**config.mk**
```make
export PLATFORM = sky130hd
export DESIGN_NAME = pwm_gen
export DESIGN_NICKNAME = d
export VERILOG_FILES = /design/src/rtl/pwm_gen.sv
export SDC_FILE = /design/constraint.sdc
export NUM_CORES = 1
export LEC_CHECK = 0
export BUFFER_PORTS_ARGS = -buffer_cell sky130_fd_sc_hd__buf_4
export CAP_MARGIN = 20
export CORE_MARGIN = 1
export CORE_UTILIZATION = 55
export DETAILED_ROUTE_END_ITERATION = 10
export HOLD_SLACK_MARGIN = 0.12
export PLACE_DENSITY = 0.8
export SLEW_MARGIN = 10
export SYNTH_ARGS = -nofsm -noshare
export SYNTH_HDL_FRONTEND = slang
export SYNTH_SLANG_ARGS = --single-unit
```
**constraint.sdc**
```tcl
create_clock -name clk -period 2.6 [get_ports clk]
set_input_delay 0.78 -clock clk [delete_from_list [all_inputs] [get_ports clk]]
set_output_delay 0.78 -clock clk [all_outputs]
set_load 0.005 [all_outputs]
```
**src/rtl/pwm_gen.sv**
```systemverilog
// pwm_gen: PWM waveform from an external counter, with period-aligned shadow compares and dead-time complementary outputs.
module pwm_gen #(
  parameter int CW  = 16,
  parameter int DTW = 8
) (
  input  logic           clk,
  input  logic           rst,
  input  logic [CW-1:0]  count_val,
  input  logic [CW-1:0]  period,
  input  logic           upnotdown,
  input  logic           pwm_en,
  input  logic [1:0]     functions,
  input  logic [CW-1:0]  compare1,
  input  logic [CW-1:0]  compare2,
  input  logic [DTW-1:0] deadtime,
  output logic           pwm_out,
  output logic           pwm_h,
  output logic           pwm_l,
  output logic           period_start
);
  typedef enum logic [2:0] {OFF, LOW, DT_H, HIGH, DT_L} state_t;
  state_t state, nxt;
  logic [CW-1:0] prev_count, cmp1_sh, cmp2_sh;
  logic [1:0] func_sh;
  logic [DTW-1:0] dt_cnt, nxt_cnt, dt_load;
  logic wrap, raw;
  // A held or stopped counter never repeats its start value as a new boundary
  assign wrap = (count_val != prev_count) && (upnotdown ? count_val == '0 : count_val == period);
  assign raw = func_sh[1] ? (count_val >= cmp1_sh && count_val < cmp2_sh) :
               func_sh[0] ? count_val >= cmp1_sh : count_val < cmp1_sh;
  assign dt_load = deadtime - DTW'(1);
  always_comb begin
    nxt = state;
    nxt_cnt = dt_cnt;
    if (!pwm_en) nxt = OFF;
    else
      case (state)
        OFF, LOW: begin
          if (pwm_out) begin
            nxt = deadtime == '0 ? HIGH : DT_H;
            nxt_cnt = dt_load;
          end else nxt = LOW;
        end
        DT_H: begin
          if (!pwm_out) nxt = LOW;
          else if (dt_cnt == '0) nxt = HIGH;
          else nxt_cnt = dt_cnt - DTW'(1);
        end
        HIGH: begin
          if (!pwm_out) begin
            nxt = deadtime == '0 ? LOW : DT_L;
            nxt_cnt = dt_load;
          end
        end
        DT_L: begin
          if (pwm_out) nxt = HIGH;
          else if (dt_cnt == '0) nxt = LOW;
          else nxt_cnt = dt_cnt - DTW'(1);
        end
        default: nxt = OFF;
      endcase
  end
  always_ff @(posedge clk) begin
    if (rst) begin
      prev_count   <= '0;
      cmp1_sh      <= '0;
      cmp2_sh      <= '0;
      func_sh      <= '0;
      pwm_out      <= 1'b0;
      period_start <= 1'b0;
      state        <= OFF;
      dt_cnt       <= '0;
      pwm_h        <= 1'b0;
      pwm_l        <= 1'b0;
    end else begin
      prev_count   <= count_val;
      period_start <= wrap;
      pwm_out      <= pwm_en & raw;
      if (wrap || !pwm_en) begin
        cmp1_sh <= compare1;
        cmp2_sh <= compare2;
        func_sh <= functions;
      end
      state  <= nxt;
      dt_cnt <= nxt_cnt;
      pwm_h  <= nxt == HIGH;
      pwm_l  <= nxt == LOW;
    end
  end
endmodule

```
* Word-level counts from Yosys, hierarchy flattened
Cells that the tools add are included.
** Storage, ports and cells
- Flip-flop bits (word level) :: 65
- Bits of input ports :: 78
- Output and inout port bits :: 4
** Operators by class
- Add/subtract/negate cells :: 2
- Order comparisons :: 3
- Equal/unequal tests :: 12
- Mux-type cells :: 19
- Bitwise gates (word level) :: 1
- Reductions and logical operators :: 11
** Operator list (count)
- two-way mux 8 bit :: 5
- less-than comparator 16 bit :: 2
- one-hot mux 8 bit (4 select lines) :: 1
- two-way mux 3 bit :: 7
- == test 16 bit :: 1
- >= comparator 16 bit :: 1
- logical NOT 16 bit :: 1
- logical NOT 8 bit :: 2
- inequality test 16 bit :: 1
- subtractor 8 x 1 -> 8 bit, second input constant :: 2
- one-hot mux 3 bit (4 select lines) :: 1
- == test 3 x 2 -> 1 bit, second input constant :: 3
- inequality test 2 bit, second input constant :: 4
- == test 3 x 1 -> 1 bit, second input constant :: 2
- AND reduction 6 bit :: 1
- two-way mux 1 bit :: 4
- nonzero test 4 bit :: 1
- == test 3 bit, second input constant :: 1
- logical NOT 3 bit :: 1
- logical AND 1 bit :: 2
- two-way mux 2 bit :: 1
- OR reduction 2 bit :: 1
- bitwise AND 1 bit :: 1
- logical NOT 1 bit :: 1
- logical OR 1 bit :: 1

* Depth between registers and ports, before layout
- Depth after elaboration :: 6
- Mapped depth :: 11

* Worst setup path after synthesis
No wires, ideal clock.
- Kind :: register to register
- Start point :: register state[2]
- End point :: register dt_cnt[6]
- Setup time :: 92 ps
- Data arrival time :: 2241 ps
- Required time :: 2508 ps
- Setup slack :: 267 ps
- Cell stages (with the launch flop) :: 12
- Buffers on the path :: 2
- Clock period less this slack :: 2333 ps
- Cells stage by stage :: dfxtp_1 > clkbuf_1 > xor2_1 > nand2_1 > clkbuf_1 > mux2i_1 > ha_1 > nand2_1 > nor3_1 > xor2_1 > a21oi_1 > o32ai_1
** On the way
- Word-level cells in the longest chain between the ends :: 4
- Elaborated cells on any way between the ends :: 13
** Ends and longest elaborated chain
- start, declared :: RTL line 22 : state_t state, nxt;
- start signal, assigned :: RTL line 84 : state <= nxt;
- == test 3 x 1 -> 1 bit or logical NOT 3 bit (tied branches) :: RTL line 37 : case (state)
- OR reduction 2 bit :: RTL line 37
- nonzero test 4 bit (no source line) or inequality test 2 bit (tied branches)
- AND reduction 6 bit (no source line)
- end signal, assigned :: RTL line 85 : dt_cnt <= nxt_cnt;
- end, declared :: RTL line 25 : logic [DTW-1:0] dt_cnt, nxt_cnt, dt_load;
Parallel ways exist; a longest one is shown, timed or not.
A chain may end at the register's enable or synchronous reset.

* Final worst setup path
- Start point :: input count_val[11]
- End point :: register cmp1_sh[1]
** On the way
- Word-level cells in the longest chain between the ends :: 4
- Elaborated cells on any way between the ends :: 6
** Ends and longest elaborated chain
- start, declared :: RTL line 8 : input logic [CW-1:0] count_val,
- == test 16 bit or logical NOT 16 bit (tied branches) :: RTL line 28 : assign wrap = (count_val != prev_count) && (upnotdown ? count_val == '0 : count_val == period);
- two-way mux 1 bit :: RTL line 28
- logical AND 1 bit (*) :: RTL line 28
- logical OR 1 bit (*) :: RTL line 79 : if (wrap || !pwm_en) begin
- end signal, assigned :: RTL line 80 : cmp1_sh <= compare1;
- end, declared :: RTL line 23 : logic [CW-1:0] prev_count, cmp1_sh, cmp2_sh;
Every way passes the cells marked *; elsewhere a longest branch is shown, timed or not.

==> impl_metrics.toml <==
[clock_tree]
clock-sinks = 65
ctsResizeCount = 0
insertion_delay_ns = 0.33
cts_setup_buffers = 0
htree_levels = 3
cts_hold_buf = 0
numCtsBuffers = 9
cts_tree = "built"
cts_root_buf = "clkbuf_8"
clk_pin_slew_worst_paths_ns = 0.07
clockBufferDepth = 2

[synthesis]
synth.most_common_cell = "dfxtp_1"
async_flop_share = 0
yosys_most_used_dff = "dfxtp_1"
synth.avg_cell_area_um2 = 8.95
synth_edf_count = 0
synth_top_cell_area_share = 0.340
yosysUniqueCellTypes = 51
synth.top_cells.by_area = "dfxtp_1, ha_1, mux2i_1"
synth-compound-area-share = 0.109
netlist_instances = 428
ys_ff_latch = 65
synth_top_cell_by_area = "dfxtp_1"
synthSimpleGateAreaFrac = 0.202
synthesis.nets = 538
syn-cell-area_um2 = 3830
synth_xor_area_frac = 0.0824
synth_adder_area_share = 0.105
synth_top_family_by_area = "simple AND/OR/NAND/NOR gates"
muxShareOfSynthArea = 0.0971
yosysSeqAreaShare = 0.340
ys.warnings.count = 0
yosys-top-cells-count = "dfxtp_1, nor2_1, mux2i_1, inv_1, ha_1"

[timing]
fmax_mhz = 424
setup_ws_ns = 0.243
min_period_ns = 2.36
period_share = 0.907
setup_viol = 0
final_max_slew_viol_count = 0
rsz0062_at_grt = "false"
whs_ns = 0.492
relSlewSlack = 0.574
worst_pin_slew_ns = 0.638
skew_ns = 0.00786
hold_viol = 0

[floorplan]
die_w_um = 85.4
die_h_um = 85.4
fp.dieArea_um2 = 7300
pin_count = 82
row_count = 30
initial_core_util = 0.567
core_um2 = 6760

[worst_setup_path]
required_ns = 2.80
startpoint_type = "input pin"
ff2ff_path_depth = 9
endpoint_kind = "register"
path_max_fanout = 29
rrSetupSlack_ns = 0.51
path_class = "in -> reg"
r2r-end = "dt_cnt[6]$_SDFFE_PP0P_"
cp.arrival_ns = 2.56
rr_startpoint = "state[2]$_SDFF_PP0_"

[global_route]
grt_pass1_vias = 3242
grt_max_degree = 64
track_usage = 0.262
antenna_found_initial = 0
grt-ovfl-total = 0
grt_pass1_wl_um = 14800

[power_and_ir_drop]
finalPower_w = 0.00237
ir_drop_uv = 360
leakagePower_nw = 2.13
power.density_nw_per_um2 = 501

[routing]
dr.first_iter.drc_count = 142
ant_nets = 0
wire_per_inst_um = 15.2
drc_errors = 0
detail_route.first_pass.iterations = 5
num_vias = 3295
viasPerCell = 5.48
routed_wirelength_um = 9140

[finish]
num_antenna_cells = 0
areaGrowthSynthToFinish_pct = 23.3
nets = 626
post-route-util = 0.699
drive_above_1_share = 0.225
fillers = 560

[worst_hold_path]
holdPathEnd = "cmp2_sh[3]$_SDFFE_PP0P_"
whs_path_depth = 2
worstHoldStart = "cmp2_sh[3]$_SDFFE_PP0P_"
min_path_type = "reg -> reg"

[place]
gp_congestion = 0.862
pre_cts_slack_ns = -0.139
port_buffers = 81
detailed_place_hpwl_um = 6960

[run]
cap_violations = 0

[run_status]
outcome = "completed"
-- cell type report --
type | count | area, µm² | share of cell area
multi-input cells | 312 | 2290 | 0.484
flip-flops and latches | 65 | 1300 | 0.276
repair buffers | 94 | 731 | 0.155
clock buffers | 13 | 159 | 0.0337
inverters | 34 | 128 | 0.0270
well taps | 80 | 100 | 0.0212
clock inverters | 3 | 15.0 | 0.00318
-- flip-flops by register name (all words and copies together) (netlist names) --
register,count
cmp1_sh,16
cmp2_sh,16
dt_cnt,8
func_sh,2
period_start,1
prev_count,16
pwm_h,1
pwm_l,1
pwm_out,1
state,3
-- how the worst max path moves through the flow --
stage	from	end	slack [ns]
floorplan	state[2]$_SDFF_PP0_	dt_cnt[6]$_SDFFE_PP0P_	0.27
CTS	count_val[11]	cmp1_sh[12]$_SDFFE_PP0P_	0.23
finish	count_val[11]	cmp1_sh[1]$_SDFFE_PP0P_	0.24
global placement	count_val[11]	cmp2_sh[5]$_SDFFE_PP0P_	-0.06
global route	count_val[11]	cmp2_sh[4]$_SDFFE_PP0P_	0.10
detailed placement	count_val[11]	cmp1_sh[12]$_SDFFE_PP0P_	-0.14
-- per-stage QoR --
stage               std cells  area [µm²]  TNS, ns
floorplan                 428        3830        0
global placement          585        4550    -1.28
detailed placement        585        4550    -3.45
CTS                       601        4720        0
global route              601        4720        0
finish                    601        4720        0
-- layout by cell type (no fill, tap or decap), types with 3 or more instances in the layout --
master,synthesis,routed
a211oi_1,3,3
a21o_1,4,4
a21oi_1,22,22
and2_1,4,4
buf_4,0,92
clkbuf_8,0,11
clkinv_2,0,3
dfxtp_1,65,65
ha_1,32,32
inv_1,34,34
mux2i_1,36,36
nand2_1,16,16
nand2b_1,7,7
nand4_1,11,11
nor2_1,58,58
nor2b_1,18,18
nor3_1,9,9
nor4_1,5,5
o21a_1,4,4
o21ai_0,7,7
o21ai_1,4,4
o32ai_1,4,4
xnor2_1,16,16
xor2_1,20,20
-- per-layer routing --
layer  up-vias  routed length [µm]  track usage
met5         -                   0            0
met4         0                 151        0.102
met3        17                 488       0.0477
met2        89                4360        0.439
met1      1527                4140        0.334
li1       1662                   -            -
-- where the power goes --
| group | internal [W] | switching, W |
|---|---|---|
| logic | 0.000256 | 0.000251 |
| registers | 0.00105 | 0.0000344 |
| clock network | 0.000394 | 0.000378 |
-- cell families (layout without fill, tap and decap cells) --
kind of cell	Yosys count	count (layout)
AOI/OAI and AO/OA	63	63
and+or+nand+nor	144	144
buffers and inverters	51	144
muxes	37	37
xor gates and xnor gates	36	36
DFF	65	65
adders and majority gates	32	32
-- critical path: stages --
cell and delay, ns:
buf_4 0.15, xor2_1 0.17, nor4_2 0.34, a41oi_1 0.23, o31ai_4 0.33, buf_12 0.26, mux2i_1 0.21, nor2_1 0.06
Note: power is estimated with default switching activity, not from simulation.
